--- src/rtl/cmd_framer.sv ---
// Command framer: turns a uart_rx byte stream into opcode/payload commands with error reporting.
// Latency: cmd_valid rises the cycle after the last byte of a frame (or a length-0 opcode) is accepted.
// Backpressure: a finished command is held until cmd_ready; bytes that arrive while it is held are dropped as overrun.
module cmd_framer #(
  parameter int TIMEOUT_CLKS = 640,
  parameter int CNT_W        = 10
) (
  input  logic        clk,
  input  logic        rst_n,
  input  logic        rx_valid,
  input  logic [7:0]  rx_data,
  output logic        cmd_valid,
  input  logic        cmd_ready,
  output logic [2:0]  cmd_op,
  output logic [2:0]  cmd_len,
  output logic [31:0] cmd_payload,
  output logic        err_pulse,
  output logic [1:0]  err_code,
  output logic [7:0]  err_count
);

  typedef enum logic [1:0] {
    IDLE    = 2'd0,
    PAYLOAD = 2'd1,
    HOLD    = 2'd2
  } state_t;

  localparam logic [1:0] ERR_OPCODE  = 2'd1;
  localparam logic [1:0] ERR_TIMEOUT = 2'd2;
  localparam logic [1:0] ERR_OVERRUN = 2'd3;

  // The counter holds the number of idle clocks already seen, so the clock
  // that would make it reach TIMEOUT_CLKS is the one that fires the timeout.
  localparam logic [CNT_W-1:0] CNT_LAST = CNT_W'(TIMEOUT_CLKS - 1);
  localparam logic [CNT_W-1:0] CNT_MAX  = '1;

  state_t            state_q, state_d;
  logic              rx_prev_q;
  logic [2:0]        op_q, op_d;
  logic [2:0]        len_q, len_d;
  logic [31:0]       payload_q, payload_d;
  logic [1:0]        idx_q, idx_d;
  logic [CNT_W-1:0]  cnt_q, cnt_d;
  logic              err_pulse_q;
  logic [1:0]        err_code_q;
  logic [7:0]        err_count_q;

  logic              byte_acc;
  logic              take_opcode;
  logic              dec_vld;
  logic [2:0]        dec_len;
  logic              err_set;
  logic [1:0]        err_cause;

  // One byte per strobe: only the rising edge of rx_valid counts.
  assign byte_acc = rx_valid & ~rx_prev_q;

  // Opcode table: which byte values are commands and how many payload bytes follow.
  always_comb begin
    dec_vld = 1'b1;
    dec_len = 3'd0;
    case (rx_data)
      8'h01, 8'h02: dec_len = 3'd0;
      8'h03:        dec_len = 3'd2;
      8'h04:        dec_len = 3'd4;
      default:      dec_vld = 1'b0;
    endcase
  end

  // State register.
  always_ff @(posedge clk or negedge rst_n) begin
    if (!rst_n) begin
      state_q <= IDLE;
    end else begin
      state_q <= state_d;
    end
  end

  // Next-state and frame datapath; a handshake in HOLD reuses the IDLE opcode path so a coincident byte is not lost.
  always_comb begin
    state_d     = state_q;
    op_d        = op_q;
    len_d       = len_q;
    payload_d   = payload_q;
    idx_d       = idx_q;
    cnt_d       = cnt_q;
    take_opcode = 1'b0;
    err_set     = 1'b0;
    err_cause   = 2'd0;

    case (state_q)
      IDLE: begin
        if (byte_acc) begin
          take_opcode = 1'b1;
        end
      end
      PAYLOAD: begin
        if (byte_acc) begin
          payload_d[{idx_q, 3'b000} +: 8] = rx_data;
          idx_d = idx_q + 2'd1;
          cnt_d = '0;
          if (({1'b0, idx_q} + 3'd1) == len_q) begin
            state_d = HOLD;
          end
        end else if (cnt_q == CNT_LAST) begin
          err_set   = 1'b1;
          err_cause = ERR_TIMEOUT;
          state_d   = IDLE;
          payload_d = '0;
          idx_d     = '0;
          cnt_d     = '0;
        end else if (cnt_q != CNT_MAX) begin
          cnt_d = cnt_q + 1'b1;
        end
      end
      HOLD: begin
        if (cmd_ready) begin
          state_d = IDLE;
          if (byte_acc) begin
            take_opcode = 1'b1;
          end
        end else if (byte_acc) begin
          err_set   = 1'b1;
          err_cause = ERR_OVERRUN;
        end
      end
      default: begin
        state_d = IDLE;
      end
    endcase

    if (take_opcode) begin
      if (dec_vld) begin
        op_d      = rx_data[2:0];
        len_d     = dec_len;
        payload_d = '0;
        idx_d     = '0;
        cnt_d     = '0;
        state_d   = (dec_len == 3'd0) ? HOLD : PAYLOAD;
      end else begin
        err_set   = 1'b1;
        err_cause = ERR_OPCODE;
        state_d   = IDLE;
      end
    end
  end

  // Frame datapath registers and rx_valid history.
  always_ff @(posedge clk or negedge rst_n) begin
    if (!rst_n) begin
      rx_prev_q <= 1'b0;
      op_q      <= '0;
      len_q     <= '0;
      payload_q <= '0;
      idx_q     <= '0;
      cnt_q     <= '0;
    end else begin
      rx_prev_q <= rx_valid;
      op_q      <= op_d;
      len_q     <= len_d;
      payload_q <= payload_d;
      idx_q     <= idx_d;
      cnt_q     <= cnt_d;
    end
  end

  // Error strobe, sticky last cause and saturating error count.
  always_ff @(posedge clk or negedge rst_n) begin
    if (!rst_n) begin
      err_pulse_q <= 1'b0;
      err_code_q  <= '0;
      err_count_q <= '0;
    end else begin
      err_pulse_q <= err_set;
      if (err_set) begin
        err_code_q <= err_cause;
        if (err_count_q != 8'hFF) begin
          err_count_q <= err_count_q + 8'd1;
        end
      end
    end
  end

  // Outputs: the command is presented exactly while HOLD is occupied.
  always_comb begin
    cmd_valid   = (state_q == HOLD);
    cmd_op      = op_q;
    cmd_len     = len_q;
    cmd_payload = payload_q;
    err_pulse   = err_pulse_q;
    err_code    = err_code_q;
    err_count   = err_count_q;
  end

endmodule

--- config.mk ---
export PLATFORM = sky130hd
export DESIGN_NAME = cmd_framer
export DESIGN_NICKNAME = d
export VERILOG_FILES = /design/src/rtl/cmd_framer.sv
export SDC_FILE = /design/constraint.sdc
export NUM_CORES = 1
export LEC_CHECK = 0
export CORE_UTILIZATION = 63
export CTS_BUF_LIST = sky130_fd_sc_hd__clkbuf_4
export DETAILED_ROUTE_END_ITERATION = 8
export DONT_BUFFER_PORTS = 1
export PLACE_DENSITY = 0.79
export SLEW_MARGIN = 20
export SYNTH_ARGS = -nofsm -noshare
export SYNTH_HDL_FRONTEND = slang
export SYNTH_SLANG_ARGS = --single-unit
--- constraint.sdc ---
create_clock -name clk -period 2.5 [get_ports clk]
set_input_delay 0.25 -clock clk [delete_from_list [all_inputs] [get_ports clk]]
set_output_delay 0.25 -clock clk [all_outputs]
set_load 0.01 [all_outputs]
# Word-level counts from Yosys, hierarchy flattened
# Cells that the tools add are included.
# W data, S select, Z words.
[totals] register_bits=64 latch_bits=0 ramBits=0 rom_bits=0 inputBits=12 output_inout_bits=50 word_cells=82 n_memories=0
[classes] addsub=5 multipliers=0 div=0 magnitude_cmp=0 n_eq_ne=14 n_shift=2 mux=43 n_bitwise=2 n_reduce_logical=6
[op_table] cell="$mux W32" count=5
[op_table] cell="$mux W10" count=6
[op_table] cell="$mux W2" count=18
[op_table] cell="$bwmux W32" count=1
[op_table] cell="$shift A8 B7 Y32 const A" count=1
[op_table] cell="$shiftx A8 B7 Y32" count=1
[op_table] cell="$eq A8 B2 Y1 const B" count=2
[op_table] cell="$add A10 B1 Y10 const B" count=1
[op_table] cell="$eq A10 B10 Y1 const B" count=1
[op_table] cell="$ne A10 B10 Y1 const B" count=1
[op_table] cell="$add A8 B1 Y8 const B" count=1
[op_table] cell="$eq A8 B1 Y1 const B" count=1
[op_table] cell="$eq A8 B3 Y1 const B" count=1
[op_table] cell="$mux W1" count=8
[op_table] cell="$ne A4 B4 Y1 const B" count=2
[op_table] cell="$ne A8 B8 Y1 const B" count=1
[op_table] cell="$neg A5 Y7" count=1
[op_table] cell="$pmux W2 S3" count=1
[op_table] cell="$pmux W3 S2" count=1
[op_table] cell="$pmux W1 S2" count=2
[op_table] cell="$pmux W2 S2" count=1
[op_table] cell="$reduce_and A2 Y1" count=2
[op_table] cell="$reduce_and A4 Y1" count=1
[op_table] cell="$reduce_or A4 Y1" count=1
[op_table] cell="other kinds (11)" count=11

# Longest topological paths before layout
[logic_depth] word_depth=8 ltp_mapped=7 depth_no_buf=7

# Least setup slack after synthesis
# Ideal clock, no wire load.
[synth_path] kind="flip-flop to flip-flop" from="register cnt_q[7]" to="register err_count_q[6] (netlist: err_count[6])" setup_ps=125 arrival_ps=2085 t_required_ps=2375 setup_slack_ps=290 path_stages_with_launch=6 path_buffers=0 synth_period_minus_slack_ps=2210 path_cell_list="dfrtp_1 -> or3b_1 -> or3_4 -> o31a_4 -> a211oi_1 -> mux2_2"
[synth_via] elab_chain_cells=7
[synth_lines] element="start, declared" line="43" rtl="logic [CNT_W-1:0] cnt_q, cnt_d;"
[synth_lines] element="start signal, assigned" line="163" rtl="cnt_q <= cnt_d;"
[synth_lines] element="$eq A10 B10 Y1 (*)" line="105" rtl="end else if (cnt_q == CNT_LAST) begin"
[synth_lines] element="$mux W1 (*)" line="105"
[synth_lines] element="$mux W1 (*)" line="98" rtl="if (byte_acc) begin"
[synth_lines] element="$pmux W1 S2 (*)" line="91" rtl="case (state_q)"
[synth_lines] element="$mux W1" line="133" rtl="if (dec_vld) begin"
[synth_lines] element="$mux W1 (*)" line="132" rtl="if (take_opcode) begin"
[synth_lines] element="$reduce_and A2 Y1 (no source line) (*)"
[synth_lines] element="end signal, assigned" line="178" rtl="err_count_q <= err_count_q + 8'd1;"
[synth_lines] element="end, declared" line="46" rtl="logic [7:0] err_count_q;"
# Every way passes the cells marked *; elsewhere a longest branch is shown, timed or not.
# A chain may end at the register's enable or synchronous reset.

# Final worst setup path
# Ends and elaborated chain as after synthesis.

==> metrics.md <==
| Metric | Value |
|---|---|
| Status | `completed` |
| Cell Area, Synth | `just over 3000 um^2` |
| Setup TNS | `0 ps` |
| R2R depth | `5` |
| Synth warn | `0` |
| Syn nets | `approximately 330` |
| Sequential share of power | `0.546` |
| 1st-iter DRT viols | `170` |
| Post-cts hold buffer count | `12` |
| Latest clock arrival within the worst-skew pair | `between 400 and 500 ps` |
| Pwr Density | `665 nW/um^2` |
| Bufs and invs on worst path | `0` |
| Nets@finish | `354` |
| Antenna Nets Post-Route | `0` |
| Area Growth Syn to Fin | `13.5%` |
| HP Class | `input pin to flop` |
| Total gr overflow | `0` |
| Number of antenna violations at the first check in global routing | `0` |
| Final setup viols | `0` |
| Measured slew at the worst slew-check pin | `about 830 ps` |
| Wire length on met2 | `between 3000 and 4000 um` |
| # Post-CTS Setup Buffers | `0` |
| EDFF count, synth | `0` |
| Die Area | `roughly 5200 um^2` |
| Num CTS Buffers | `9` |
| Initial Util | `0.651` |
| Switch share | `0.316` |
| Vias in the first global route | `approximately 2300` |
| Syn Inst Count | `305` |
| Hold Startpoint | `rx_data[1]` |
| Pin count of the biggest net entering global routing | `64` |
| Final Hold Fails | `0` |
| Comb pwr share | `0.160` |
| Antenna diode count | `0` |
| Minimum clock period | `between 2000 and 2500 ps` |
| Part of the power in the clock network | `0.295` |
| All-Layer GR Usage | `0.297` |
| Crit-path cells | `or3b_1, or3_4, o31a_4, a211oi_1, mux2_2` |
| Worst hold path depth | `3` |
| Root Buffer | `clkbuf_4` |
| Share of layout cells above drive strength 1 | `0.128` |
| Worst r2r src | `cnt_q[7]` |
| Metal3 WL | `~620 um` |
| Reg-to-reg slack, setup | `140 ps` |
| Crit path required time | `2800 ps` |
| Wirelength per Cell | `around 18 um` |
| Max cap viols | `0` |
| P_leak | `around 1.5 nW` |
| Slowest CP cell | `dfrtp_1` |
| First-pass GRT wire length | `about 11000 um` |
| Total Wirelength | `a little over 7000 um` |
| FFs w/ async S/R, synth | `1.00` |
| Die W | `71.9 um` |
| CTS tree | `yes` |
| DR pass1 iterations | `4` |
| CTS H-tree depth | `3` |
| RSZ-0062 raised after global routing | `false` |
| Period Utilization, post-route | `0.944` |
| Finished Core Util | `0.739` |
| CP top delay family | `simple AND/OR/NAND/NOR gates` |
| Psw | `~730 uW` |
| DR vias | `between 2000 and 2500` |
| WHS Endpoint | `cmd_len[1]` |
| Avg Synthesized Cell Area | `just over 10 um^2` |
| VDD IR max | `about 0.53 mV` |
| Post-route DRC | `0` |
| Post-detail-place hpwl | `approximately 4600 um` |
| Post_cts resized | `0` |
| CTS max path bufs | `2` |
| Highest metal used | `met4` |
| Clock sink count | `63` |
| Internal power | `approximately 1.6 mW` |
| Critical Path Max Stage Delay | `470 ps` |
| Setup Crit Path Kind | `flop to flop` |
| Prevailing post-synth register cell | `dfrtp_1` |
| Worst setup SP type | `flop` |
| Ports | `62` |
| Clk slew on worst S/H paths | `about 110 ps` |
| Placement Rows | `25` |
| Met1 Wirelength | `3050 um` |
| End of the worst register-to-register path | `err_count[6]` |
| Slew Limit Fails | `0` |
| Worst-path fanout max | `9` |
| Register area share after synthesis | `0.512` |
| Critical path arrival | `between 2000 and 3000 ps` |
| IO buf count | `0` |
| Crit. End Element | `flop` |
| CORE AREA | `4720 um^2` |
| Synth unique cells | `44` |
| Clock Skews | `~16 ps` |
| Max_slew headroom | `0.441` |
| Via density | `slightly above 6` |
| Final GP Congestion | `0.860` |
| Register bit total from synthesis | `63` |
| Fmax achieved | `approximately 0.42 GHz` |
| Die height | `a little over 70 um` |
[registers in the layout (all words and copies together) (netlist names)]
signal and count:
err_count 8, rx_prev_q 1, err_code 2, cmd_len 2
cnt_q 10, state_q 2, cmd_op 3, err_pulse 1
idx_q 2, cmd_payload 32
[worst max path at each step]
stage | from | end | slack [ps] | cells past startpoint
2_1_floorplan | cnt_q[7] | err_count[6] | 290 | 5
3_3_place_gp | cnt_q[7] | err_count[6] | 230 | 5
3_5_place_dp | cnt_q[7] | err_count[6] | 170 | 5
4_1_cts | cnt_q[7] | err_count[6] | 140 | 5
5_1_grt | cnt_q[7] | err_count[6] | 90 | 5
6_report | cnt_q[7] | err_count[6] | 140 | 5
[synthesized netlist by cell type, drive strengths merged (3+ instances only)]
| cell type | number | area [um^2] |
|---|---|---|
| nand2 | 37 | 139 |
| ha | 11 | 138 |
| mux2 | 5 | 56.3 |
| a211oi | 4 | 30.0 |
| xor2 | 9 | 78.8 |
| buf | 3 | 15.0 |
| o21ai | 9 | 45.0 |
| xnor2 | 5 | 43.8 |
| dfrtp | 63 | 1580 |
| or3 | 4 | 30.0 |
| a21oi | 30 | 150 |
| nor3 | 9 | 45.0 |
| nand4 | 5 | 31.3 |
| nor2 | 21 | 78.8 |
| clkbuf | 7 | 26.3 |
| inv | 7 | 26.3 |
| nand3 | 29 | 145 |
| a22o | 18 | 158 |
| o31ai | 3 | 22.5 |
[final cells by class]
| cell class | instances | area, um^2 |
|---|---|---|
| tap | 67 | 83.8 |
| inverter | 7 | 26.3 |
| sequential | 63 | 1580 |
| clock inverter | 6 | 61.3 |
| fill | 344 | 1230 |
| clock buffer | 10 | 75.1 |
| multi-input combinational | 225 | 1430 |
| timing repair buffer | 25 | 235 |
[worst reg2reg max path, delay by kind of cell (launching register included)]
| kind | cells | cell delay [ps] |
|---|---|---|
| AND/OR/NAND/NOR | 2 | 790 |
| AO/OA/AOI/OAI | 2 | 620 |
| flip-flops | 1 | 470 |
| multiplexers | 1 | 360 |
[cell families (layout without fill, tap and decap cells)]
family	count (synthesis)	count (layout)	share of synthesized area
AO/OA/AOI/OAI	77	77	0.179
XOR/XNOR	14	14	0.0399
adder cells (fa/ha/maj)	11	11	0.0447
buffers and inverters	17	48	0.0220
flip-flops	63	63	0.512
multiplexers	5	5	0.0183
other	1	1	0.00122
AND/OR/NAND/NOR	117	117	0.183
[power by group through the flow]
stage	clock network (mW)	logic (mW)	registers (mW)
floorplan	0	0.269	1.26
global placement	0	0.307	1.28
detailed placement	0	0.320	1.29
CTS	0.702	0.370	1.27
global route	0.748	0.416	1.28
finish	0.684	0.370	1.27
[layout by cell type, fill, tap and decap left out, drive strengths merged, types with 7 or more instances in the layout]
| cell type | instances |
|---|---|
| nor3 | 9 |
| dfrtp | 63 |
| a21oi | 30 |
| nor2 | 21 |
| o21ai | 9 |
| inv | 7 |
| xor2 | 9 |
| ha | 11 |
| buf | 14 |
| nand2 | 37 |
| clkbuf | 10 |
| nand3 | 29 |
| a22o | 18 |
| dlygate4sd3 | 11 |
[stage by stage]
stage	power [mW]	hold WS (ps)	cells	instance area, um^2	setup slack, ps
after floorplan	1.53	-45.6	305	3080	290
after global placement	1.59	-43.9	375	3220	233
after detailed placement	1.61	-43.8	375	3220	168
after CTS	2.34	60.9	403	3490	137
after global routing	2.45	70.4	403	3490	89.1
final	2.32	74.7	403	3490	141
[per-layer routing]
| layer | vias to the layer above | track usage |
|---|---|---|
| met5 | - | 0 |
| met4 | 0 | 0.139 |
| met3 | 21 | 0.0942 |
| met2 | 113 | 0.423 |
| met1 | 1193 | 0.415 |
| li1 | 1159 | - |
No activity file was read; power rests on OpenSTA's default activity.
